`config.mk`:
```
export PLATFORM = sky130hd
export DESIGN_NAME = clk_div_prog
export DESIGN_NICKNAME = d
export VERILOG_FILES = /design/src/rtl/clk_div_pkg.sv /design/src/rtl/clk_div_negstage.sv /design/src/rtl/clk_div_prog.sv
export SDC_FILE = /design/constraint.sdc
export NUM_CORES = 1
export LEC_CHECK = 0
export CORE_ASPECT_RATIO = 0.7
export CORE_MARGIN = 2
export CORE_UTILIZATION = 50
export CTS_CLUSTER_DIAMETER = 120
export DETAILED_ROUTE_END_ITERATION = 12
export GPL_TIMING_DRIVEN = 0
export PLACE_DENSITY = 0.85
export SLEW_MARGIN = 20
export SYNTH_ARGS = -nofsm -noshare
export SYNTH_HDL_FRONTEND = slang
export SYNTH_SLANG_ARGS = --single-unit
```
`constraint.sdc`:
```
create_clock -name clk -period 4.3 [get_ports clk]
set_input_delay 1.29 -clock clk [delete_from_list [all_inputs] [get_ports clk]]
set_output_delay 1.29 -clock clk [all_outputs]
set_load 0.05 [all_outputs]
```
`src/rtl/clk_div_pkg.sv`:
```
// Shared definitions for the programmable clock divider.
// Minimum legal ratio, default width, ratio type, half-ratio helper.
package clk_div_pkg;

  localparam int DIV_W_DEF = 8;
  localparam int DIV_MIN   = 2;

  typedef logic [DIV_W_DEF-1:0] ratio_t;

  function automatic int unsigned half(input int unsigned n);
    return n >> 1;
  endfunction

endpackage

```
`src/rtl/clk_div_negstage.sv`:
```
// Falling-edge retiming flop for the odd-ratio half-period extension.
// Ports: clk, rst_n (async active-low), d in, q out.
module clk_div_negstage (
  input  logic clk,
  input  logic rst_n,
  input  logic d,
  output logic q
);

  always_ff @(negedge clk or negedge rst_n) begin
    if (!rst_n) q <= 1'b0;
    else        q <= d;
  end

endmodule

```
`src/rtl/clk_div_prog.sv`:
```
// Runtime-programmable integer clock divider, 50% duty for odd and even N.
// Ports: clk, rst_n, en, div_load/div_val in; div_ack, div_err, out_clk, out_tick out.
module clk_div_prog
  import clk_div_pkg::*;
#(
  parameter int DIV_W       = DIV_W_DEF,
  parameter int DIV_DEFAULT = 3
) (
  input  logic             clk,
  input  logic             rst_n,
  input  logic             en,
  input  logic             div_load,
  input  logic [DIV_W-1:0] div_val,
  output logic             div_ack,
  output logic             div_err,
  output logic             out_clk,
  output logic             out_tick
);

  typedef logic [DIV_W-1:0] div_t;

  localparam div_t DEF = div_t'(DIV_DEFAULT);
  localparam div_t MIN = div_t'(DIV_MIN);
  localparam div_t ONE = div_t'(1);

  div_t div_cur;
  div_t cnt;
  div_t pend_val;
  logic pend;
  logic out_p;
  logic out_n;

  logic wrap;
  logic apply;
  div_t cnt_nxt;
  div_t div_new;
  div_t h_new;

  assign wrap    = (cnt == div_cur - ONE);
  assign cnt_nxt = wrap ? '0 : cnt + ONE;
  // A pending ratio only lands on a period boundary.
  assign apply   = pend & (cnt_nxt == '0);
  assign div_new = (en & apply) ? pend_val : div_cur;
  assign h_new   = div_t'(half(32'(div_new)));

  always_ff @(posedge clk or negedge rst_n) begin
    if (!rst_n) begin
      div_cur  <= DEF;
      cnt      <= DEF - ONE;
      pend     <= 1'b0;
      pend_val <= DEF;
      out_p    <= 1'b0;
      out_tick <= 1'b0;
      div_ack  <= 1'b0;
      div_err  <= 1'b0;
    end else begin
      div_ack <= 1'b0;
      div_err <= 1'b0;
      if (en) begin
        cnt      <= cnt_nxt;
        out_p    <= (cnt_nxt < h_new);
        out_tick <= (cnt_nxt == '0);
        if (apply) begin
          div_cur <= pend_val;
          pend    <= 1'b0;
          div_ack <= 1'b1;
        end
      end else begin
        out_p    <= 1'b0;
        out_tick <= 1'b0;
        if (pend) begin
          div_cur <= pend_val;
          cnt     <= pend_val - ONE;
          pend    <= 1'b0;
          div_ack <= 1'b1;
        end else begin
          cnt <= div_cur - ONE;
        end
      end
      // A new request overrides the pending flag cleared by an apply above.
      if (div_load) begin
        if (div_val < MIN) begin
          div_err <= 1'b1;
        end else begin
          pend     <= 1'b1;
          pend_val <= div_val;
        end
      end
    end
  end

  clk_div_negstage u_neg (
    .clk   (clk),
    .rst_n (rst_n),
    .d     (out_p & div_cur[0]),
    .q     (out_n)
  );

  assign out_clk = out_p | out_n;

endmodule
```
# --- Yosys cells after proc, flatten, opt, wreduce, memory -nomap -nowiden ---
# Cells that the tools add are included.
op_classes:
  add_sub_neg: 3
  n_mul: 0
  div: 0
  order_cmp: 2
  eq_ne: 2
  shift: 0
  mux: 18
  n_bitwise: 5
  reduce_logical: 4
op_table:
  columns: ["operator", "count"]
  rows:
  - ["8-bit two-way mux", 7]
  - ["8-bit by 1-bit subtractor with 8-bit output (second input constant)", 2]
  - ["1-bit two-way mux", 11]
  - ["8-bit by 1-bit adder with 8-bit output (second input constant)", 1]
  - ["8-bit == test", 1]
  - ["8-bit logical NOT", 1]
  - ["8-bit by 2-bit < comparator with 1-bit output (second input constant)", 1]
  - ["8-bit by 7-bit < comparator with 1-bit output", 1]
  - ["2-bit AND reduction", 2]
  - ["1-bit bitwise AND", 3]
  - ["2-bit by 1-bit != test with 1-bit output (second input constant)", 1]
  - ["2-bit nonzero test", 1]
  - ["1-bit inverter", 1]
  - ["1-bit OR", 1]
totals:
  reg_bits: 30
  latch_bits: 0
  mem_bits_rw: 0
  mem_bits_ro: 0
  input_bits: 12
  mem_count: 0

# --- Longest topological paths before layout ---
# Gate-level depths: netlist (run 1).
logic_depth:
  word_depth: 9
  ltp_mapped: 15
  mapped_depth_nobuf: 15

# --- Modules after synthesis ---
# Synthesis (run 1) repeated with hierarchy kept, for this count alone.
unflattened:
  cells_unflattened: 213
  area_unflattened_um2: 2065.7
modules_own_cells:
  columns: ["module", "n_inst", "cells_each", "area_per_inst_um2", "seq_area_each_um2"]
  rows:
  - ["clk_div_prog", 1, 212, 2040.7, 732.0]
  - ["clk_div_negstage", 1, 1, 25.0, 25.0]

==> summary.txt, run 1 <==
Placement
  – I/O Buffers: 14
  – HPWL Detailed: 3621 um
  – Gp weighted congestion: 0.9366

Worst setup path
  – RR Startpoint: div_cur[0]$_DFFE_PN1P_
  – Worst Setup End Kind: primary output
  – Worst Path Required: 3.01 ns
  – Critical path type: register to primary output
  – Worst-path fanout max: 1
  – Worst Path Arrival: 3.14 ns
  – Crit start category: register
  – Critical Path Start: u_neg.q$_DFF_NN0_

Logic synthesis
  – Ys async rst share: 1.000
  – Synth cell types: 45
  – Post-synth net total: 234
  – Most common flop cell mapped by yosys: dfrtp_1
  – Sequential area share after synthesis: 0.3664
  – Yosys warning count: 0
  – Seq cells post-synth: 30
  – Avg Inst Size Synth: 9.698 um^2
  – Mapped Cells: ~210
  – Main area contributors after synthesis: dfrtp_1 29%, xnor2_1 7.6%, dfstp_2 6.4%
  – EDFF count, synth: 0
  – Most common cell in the netlist: nand2_1
  – Synth area leader: dfrtp_1
  – Netlist Area Pre-Place: 2066 um^2
  – Top-area cell type share of the netlist area: 0.2907
  – Post-synth top cells: 30 x nand2_1, 24 x dfrtp_1, 18 x xnor2_1, 12 x nor2_1, 12 x xor2_1

Floorplanning
  – Core Rows: 19
  – DIE WIDTH: 80.83 um
  – DIE AREA: between 4000 and 5000 um^2
  – Starting Density: 0.5235
  – Core area: ~3900 um^2
  – Boundary pin count: 16
  – Die H: 57.78 um

STA
  – RSZ-0062 raised after global routing: yes
  – Slew Limit Fails: 0
  – Slew headroom: 0.4908
  – Hold_ws: approximately 0.52 ns
  – TNS Setup: -0.1322 ns
  – Skew final: 0.009830 ns
  – Final WS setup: -0.1322 ns
  – Final Hold Viols: 0
  – Slew @ Worst Pin: approximately 0.75 ns
  – Final setup vio count: 1

CTS
  – Hold Buf Count CTS: 0
  – Number of clock buffers inserted by TritonCTS: 5
  – Clock transition at the registers of the reported paths: 0.06 ns
  – Clk_lat worst skew: 0.29 ns
  – Clock Tree Buf Depth: 2
  – CTS tree: yes
  – CTS Sinks: 30
  – CTS root buffer: clkbuf_8
  – Depth of the CTS H-tree: 2

Detailed routing
  – Antenna viol nets, final: 0
  – Vias/cell: 5.784
  – First-pass iteration count of the detailed router: 4
  – DR DRC count: 0
  – Wire per inst: 17.16 um
  – DR iter-0 viols: 152
  – Vias: 1683
  – WL final: 4995 um

GRT
  – Number of global-route vias before repair: 1640
  – Gr ovfl total: 0
  – Total track usage: 0.2359
  – Initial antenna violation count: 0
  – First-pass GRT wire length: 8280 um
  – Largest net degree at the start of global routing: 31

Status
  – Failing checks: setup timing
  – Run status: finished with violations

Min path
  – Hold_sp: pend_val[1]$_DFFE_PN1P_
  – Worst min-delay path class: register to register

Power and ir drop
  – Power per cell area: 551.4 nW/um^2
  – Leak: 1.056 nW
  – Max VDD drop: 341.1 uV
  – Pwr Total: between 1 and 1.5 mW

Final layout
  – N_diodes: 0
  – Layout cells sized above 1: 0.1757
  – Layout area overhead: 17.32%
  – Final Net Count: 259

Flow run
  – Max-cap check violation count: 0
==> sequential cells by signal, summed over array words and instances (netlist names) <==
register	count
out_tick	1
pend_val	8
cnt	8
div_cur	8
pend	1
div_err	1
div_ack	1
u_neg.q	1
out_p	1
==> power by group <==
part,internal (mW),switching [mW],leakage (nW)
clock network,0.162,0.108,0.0575
registers,0.351,0.0853,0.361
logic,0.295,0.336,0.637
total,0.807,0.529,1.06
==> worst max-delay path, stage by stage (launching register included) <==
cell     delay, ns
dfrtn_1       0.33
or2_4         0.23
buf_8         0.15
==> timing repair <==
action	in CTS	in global routing
pin swaps	3	2
endpoints found under the setup margin	2	2
setup buffers	3	1
gates resized for setup	9	3
==> metrics by stage <==
stage / util / setup slack (ns) / area, um^2 / cells
5_1_grt: 0.6141 / -0.1529 / 2424 / 291
4_1_cts: 0.6097 / -0.1336 / 2406 / 290
3_5_place_dp: 0.5742 / -0.4004 / 2266 / 279
2_1_floorplan: - / 0.1669 / 2066 / 213
6_report: 0.6141 / -0.1322 / 2424 / 291
3_3_place_gp: 0.5755 / -0.5850 / 2271 / 279
==> layout by cell type (no fill, tap or decap), drive strengths merged <==
cell type / netlist / layout
nand3: 6 / 6
or2: 1 / 1
nor4b: 2 / 2
a21oi: 4 / 4
inv: 6 / 6
buf: 3 / 9
mux2i: 11 / 11
o22ai: 2 / 2
nand2: 30 / 30
clkdlybuf4s50: 0 / 12
nor3: 5 / 5
dfstp: 5 / 5
nor2b: 4 / 4
o211ai: 2 / 2
nor4: 3 / 3
a21o: 5 / 5
a311oi: 1 / 1
dfrtp: 24 / 24
o31ai: 2 / 2
a31o: 1 / 1
nor2: 13 / 13
or3b: 1 / 1
and3: 3 / 3
xnor2: 19 / 19
dfrtn: 1 / 1
and2: 3 / 3
or4: 3 / 3
a32o: 1 / 1
nand4: 2 / 2
clkbuf: 6 / 14
nand2b: 2 / 2
nand3b: 1 / 1
a2111o: 1 / 1
xor2: 12 / 12
ha: 9 / 9
a211oi: 5 / 5
clkinv: 1 / 1
o21ai: 4 / 4
mux2: 9 / 9
==> path summary, 6_finish.rpt <==
check,to,slack (ns),depth (start not counted)
max,out_clk,-0.13,2
min,pend_val[1]$_DFFE_PN1P_,0.52,2
max reg2reg,out_p$_DFF_PN0_,0.09,14
min reg2reg,pend_val[1]$_DFFE_PN1P_,0.52,2
max in group asynchronous,u_neg.q$_DFF_NN0_,0.79,1
min in group asynchronous,pend_val[3]$_DFFE_PN0P_,1.03,1
==> area by class of cell <==
cell class | count | area [um^2]
tap | 52 | 65.06
clock buffer | 8 | 110.1
inverter | 7 | 26.28
buffer | 9 | 37.54
fill | 336 | 1523
multi-input combinational | 167 | 1254
timing repair buffer | 18 | 173.9
sequential | 30 | 757.0
==> cells by family after synthesis <==
family / Yosys count / synth area share
multiplexers: 20 / 0.1114
buffers and inverters: 16 / 0.03088
XOR/XNOR: 31 / 0.1351
AND/OR/NAND/NOR: 79 / 0.1902
flip-flops: 30 / 0.3664
AO/OA/AOI/OAI: 28 / 0.1115
adder cells (fa/ha/maj): 9 / 0.05451
==> routing by layer <==
layer / up-vias / track usage / part of all wire
li1: 793 / - / -
met3: 7 / 0.04829 / 0.086
met4: 0 / 0.03874 / 0.0072
met1: 817 / 0.3621 / 0.47
met2: 66 / 0.3506 / 0.44
met5: - / 0 / 0
Note: power is estimated with default switching activity, not from simulation.
==> inputs of run 2 (changes only) <==
- SLEW_MARGIN: 20 -> default
==> run 2 against run 1 <==
  * The run still ends with setup timing left
  * Design area is 0.98% higher
  * Total power is 2.8% higher
  * Worst setup slack worse by 0.0038 ns
  * Largest power group unchanged
==> summary.txt, run 2 (synthesized netlist as in run 1, its figures left out) <==
Status
  – Run status: finished with violations
  – Failing checks: setup timing

STA
  – Final setup vio count: 1
  – Slew Limit Fails: 0
  – Final WS setup: -0.1359 ns
  – Slew headroom: 0.4929
  – Final Hold Viols: 0
  – TNS Setup: -0.1359 ns
  – Skew final: 0.01204 ns
  – RSZ-0062 raised after global routing: yes
  – Slew @ Worst Pin: 0.7501 ns

Floorplanning
  – Core area: between 3000 and 4000 um^2
  – Core Rows: 19
  – DIE AREA: 4670 um^2
  – Starting Density: 0.5235
  – DIE WIDTH: 80.83 um
  – Die H: 57.78 um
  – Boundary pin count: 16

CTS
  – CTS tree: yes
  – Clk_lat worst skew: 0.29 ns
  – Clock Tree Buf Depth: 2
  – Hold Buf Count CTS: 0
  – Depth of the CTS H-tree: 2
  – CTS root buffer: clkbuf_8
  – Number of clock buffers inserted by TritonCTS: 5
  – Clock transition at the registers of the reported paths: 0.06 ns
  – CTS Sinks: 30

Worst setup path
  – Worst Setup End Kind: primary output
  – Crit path max-delay cell type: dfrtn_1
  – Worst Path Required: 3.01 ns
  – Crit start category: register
  – Worst-path fanout max: 1
  – Slowest stage delay, CP: between 0.3 and 0.4 ns
  – Cells along the critical path: or2_4 -> buf_8
  – Worst Path Arrival: ~3.2 ns
  – Critical path type: register to primary output

GRT
  – Largest net degree at the start of global routing: 31
  – GR Util met2: 0.3542
  – Number of global-route vias before repair: 1612
  – First-pass GRT wire length: roughly 8300 um
  – Met1 GRT Util: 0.3554
  – Initial antenna violation count: 0
  – Busiest grt layer: met1
  – Total track usage: 0.2366
  – Gr ovfl total: 0
  – Met3 global-route usage: 0.05452

Detailed routing
  – WL final: just under 5000 um
  – Wire per inst: roughly 17 um
  – DR iter-0 viols: 172
  – Antenna viol nets, final: 0
  – First-pass iteration count of the detailed router: 4
  – Vias/cell: 5.723
  – DR DRC count: 0
  – Vias: 1671

Final layout
  – Layout area overhead: 18.47%
  – Final Net Count: 260
  – Layout cells sized above 1: 0.1833
  – Post-layout util: 0.6202
  – Fill cells: between 300 and 400
  – N_diodes: 0
  – Biggest regs: cnt x8, div_cur x8, pend_val x8
  – Most frequent cells in the layout: 30 x nand2_1, 24 x dfrtp_1, 18 x xnor2_1
  – Commonest non-fill, non-tap cell in the layout: nand2_1

Min path
  – Worst min-delay path class: register to register

Placement
  – I/O Buffers: 14
  – HPWL Detailed: 3603 um
  – Gp weighted congestion: between 0.9 and 1

Flow run
  – Max-cap check violation count: 0

Power and ir drop
  – Leak: 1.055 nW
  – Max VDD drop: around 320 uV
  – Power per cell area: 561.0 nW/um^2
## run 2: worst max-delay path: cells and delay by family, from the launching register on
family | cells | cell delay, ns
flip-flops | 1 | 0.33
buffers and inverters | 1 | 0.15
AND/OR/NAND/NOR | 1 | 0.23
## run 2: cell type report
class	count	area, um^2	share of cell area
multi-input cells	167	1264	0.5164
repair buffers	19	183.9	0.07515
plain buffers	9	37.54	0.01534
well taps	52	65.06	0.02658
flip-flops and latches	30	757.0	0.3093
clock inverters	3	45.04	0.01840
clock buffers	5	68.82	0.02812
inverters	7	26.28	0.01074
## run 2: layer usage
metal | vias to the layer above | share of wire | wire length, um
li1 | 796 | - | -
met1 | 807 | 0.46 | 2288
met2 | 59 | 0.44 | 2191
met3 | 9 | 0.087 | 431
met4 | 0 | 0.010 | 50
met5 | - | 0 | 0
## run 2: power breakdown
group,switching (mW),internal (mW),total (mW)
Clock,0.117,0.172,0.289
Combinational,0.345,0.302,0.647
Sequential,0.0863,0.351,0.437
Total,0.548,0.825,1.37
## run 2: repair_timing
item,4_1_cts,5_1_grt
pin swaps,3,3
setup endpoints to repair,3,2
setup buffers,2,3
resized for setup,13,3
## run 2: final timing paths
path / startpoint / end / slack, ns / depth (start not counted)
worst max register to register: div_cur[1]$_DFFE_PN1P_ / out_p$_DFF_PN0_ / 0.12 / 14
max in group asynchronous: rst_n / u_neg.q$_DFF_NN0_ / 0.60 / 1
min in group asynchronous: rst_n / div_cur[3]$_DFFE_PN0P_ / 1.16 / 1
worst min register to register: pend_val[1]$_DFFE_PN1P_ / pend_val[1]$_DFFE_PN1P_ / 0.52 / 2
worst min-delay path: pend_val[1]$_DFFE_PN1P_ / pend_val[1]$_DFFE_PN1P_ / 0.52 / 2
worst max-delay path: u_neg.q$_DFF_NN0_ / out_clk / -0.14 / 2
## run 2: metrics by stage
stage / total power [mW] / worst slack (ns) / cells / hold slack (ns) / instance area (um^2)
2_1_floorplan: 0.8729 / 0.1669 / 213 / 0.4675 / 2066
3_3_place_gp: 1.005 / -0.5850 / 279 / 0.4893 / 2271
3_5_place_dp: 1.037 / -0.6536 / 279 / 0.5123 / 2271
4_1_cts: 1.355 / -0.1390 / 289 / 0.5218 / 2412
5_1_grt: 1.454 / -0.1596 / 292 / 0.5368 / 2447
6_report: 1.373 / -0.1359 / 292 / 0.5198 / 2447
==> inputs of run 3 (changes only) <==
- PLACE_DENSITY: 0.85 -> 0.73
==> run 3 against run 2 <==
  * The run still ends with setup timing left
  * Clock-buffer cell count unchanged
  * Die area unchanged
  * Clock skew is 0.0048 ns lower
  * Sequential share of layout area rose by 0.70 points
  * First-iteration DRC count fell by 28%
  * Global-route usage shrank 1.6 points
  * Critical endpoint unchanged
  * Largest cell class unchanged
  * Highest routed layer unchanged
==> summary.txt, run 3 (synthesized netlist as in run 1, its figures left out) <==
Status
  – Run status: finished with violations
  – Failing checks: setup timing

STA
  – Slew Limit Fails: 0
  – TNS Setup: -0.1398 ns
  – Final WS setup: -0.1398 ns
  – Slew headroom: 0.4929
  – RSZ-0062 raised after global routing: yes
  – Final setup vio count: 1
  – Final Hold Viols: 0
  – Skew final: 0.007279 ns
  – Slew @ Worst Pin: between 0.7 and 0.8 ns

Worst setup path
  – Worst Path Required: 3.01 ns
  – FF-to-FF setup slack: about 0.13 ns
  – Critical Path Start: u_neg.q$_DFF_NN0_
  – Worst Reg-to-Reg Cells: 14
  – Crit start category: register
  – Worst-path fanout max: 1
  – RR Startpoint: div_cur[0]$_DFFE_PN1P_
  – Worst Setup End Kind: primary output
  – Critical path type: register to primary output
  – Worst Path Arrival: 3.15 ns
  – CP Capture Point: out_clk
  – Worst R2R End: out_p$_DFF_PN0_

Placement
  – HPWL Detailed: around 3600 um
  – Gp weighted congestion: 0.8641
  – I/O Buffers: 14

Floorplanning
  – Starting Density: 0.5235
  – Core area: 3946 um^2
  – Die H: 57.78 um
  – DIE AREA: 4670 um^2
  – DIE WIDTH: 80.83 um
  – Boundary pin count: 16
  – Core Rows: 19

CTS
  – Hold Buf Count CTS: 0
  – Number of clock buffers inserted by TritonCTS: 5
  – CTS Sinks: 30
  – Clock Tree Buf Depth: 2
  – Clk_lat worst skew: around 0.29 ns
  – CTS root buffer: clkbuf_8
  – Depth of the CTS H-tree: 2
  – CTS tree: yes
  – Clock transition at the registers of the reported paths: 0.06 ns

GRT
  – Initial antenna violation count: 0
  – Gr ovfl total: 0
  – First-pass GRT wire length: 7576 um
  – Number of global-route vias before repair: 1476
  – Largest net degree at the start of global routing: 31
  – Total track usage: 0.2211

Power and ir drop
  – Max VDD drop: 347.6 uV
  – Int Pwr: 0.7574 mW
  – Part of the power in registers: 0.337
  – NetSw: 0.5230 mW
  – Leak: 1.035 nW
  – Power per cell area: between 500 and 600 nW/um^2
  – Combinational Power Share: 0.492
  – Sw Share: 0.4085
  – Clk pwr share: 0.171

Final layout
  – Final Net Count: 257
  – Biggest regs: cnt x8, div_cur x8, pend_val x8
  – Most frequent cells in the layout: 30 x nand2_1, 24 x dfrtp_1, 18 x xnor2_1
  – Commonest non-fill, non-tap cell in the layout: nand2_1
  – Post-layout util: 0.6065
  – N_diodes: 0
  – Layout area overhead: 15.87%
  – Layout cells sized above 1: 0.1695

Detailed routing
  – Vias: 1592
  – DR DRC count: 0
  – Antenna viol nets, final: 0
  – Wire per inst: 16.59 um
  – WL final: 4777 um
  – First-pass iteration count of the detailed router: 4
  – DR iter-0 viols: about 120
  – Vias/cell: 5.528

Flow run
  – Max-cap check violation count: 0

Min path
  – Hold_sp: pend_val[1]$_DFFE_PN1P_
  – Worst min-delay path class: register to register
## run 3: changes by cell type in the layout (fill, tap and decap cells not counted), sizes merged
cell / before / now
buf: 9 / 6
bufinv: 1 / 0
clkinv: 1 / 3
clkinvlp: 2 / 0
## run 3: worst min-delay path by stage
| stage | end | slack, ns | cells after the start |
|---|---|---|---|
| after floorplan | pend_val[1]$_DFFE_PN1P_ | 0.47 | 2 |
| after global placement | pend_val[1]$_DFFE_PN1P_ | 0.50 | 2 |
| after detailed placement | pend_val[1]$_DFFE_PN1P_ | 0.49 | 2 |
| after CTS | pend_val[1]$_DFFE_PN1P_ | 0.50 | 2 |
| after global routing | pend_val[1]$_DFFE_PN1P_ | 0.57 | 2 |
| final | pend_val[1]$_DFFE_PN1P_ | 0.51 | 2 |
## run 3: through the flow
step / hold WS, ns / setup slack, ns / power, mW / cells / cell area [um^2]
2_1_floorplan: 0.4675 / 0.1669 / 0.8729 / 213 / 2066
3_3_place_gp: 0.4960 / -0.6240 / 1.003 / 279 / 2271
3_5_place_dp: 0.4923 / -0.6574 / 1.021 / 279 / 2271
4_1_cts: 0.5017 / -0.1449 / 1.263 / 287 / 2376
5_1_grt: 0.5666 / -0.1722 / 1.358 / 288 / 2394
6_report: 0.5056 / -0.1398 / 1.280 / 288 / 2394
## run 3: power groups by stage
| stage | clock [mW] | sequential (mW) | combinational [mW] |
|---|---|---|---|
| floorplan | 0 | 0.416 | 0.457 |
| global placement | 0 | 0.433 | 0.570 |
| detailed placement | 0 | 0.433 | 0.587 |
| CTS | 0.220 | 0.429 | 0.614 |
| global route | 0.234 | 0.441 | 0.683 |
| finish | 0.219 | 0.432 | 0.629 |
## run 3: final cells by class
type	instances	area, um^2
Buffer	9	37.54
Clock buffer	5	68.82
Clock inverter	2	10.01
Fill cell	367	1553
Inverter	7	26.28
Multi-Input combinational cell	167	1267
Sequential cell	30	757.0
Tap cell	52	65.06
Timing Repair Buffer	16	161.4
## run 3: worst max-delay path: stages (launching register included)
cell	delay [ns]
dfrtn_1	0.33
or2_4	0.23
buf_8	0.15
## run 3: layer usage
| layer | global-route usage | routed length [um] | share of wire | up-vias |
|---|---|---|---|---|
| met1 | 0.3585 | 2534 | 0.53 | 775 |
| met3 | 0.05607 | 186 | 0.039 | 6 |
| met5 | 0 | 0 | 0 | - |
| met4 | 0.06295 | 56 | 0.012 | 0 |
| li1 | - | - | - | 786 |
| met2 | 0.2834 | 1999 | 0.42 | 25 |
## run 3: timing repair
item	CTS	global route
pin swaps	1	2
buffers inserted	1	1
setup endpoints to repair	3	2
gates resized for setup	15	1
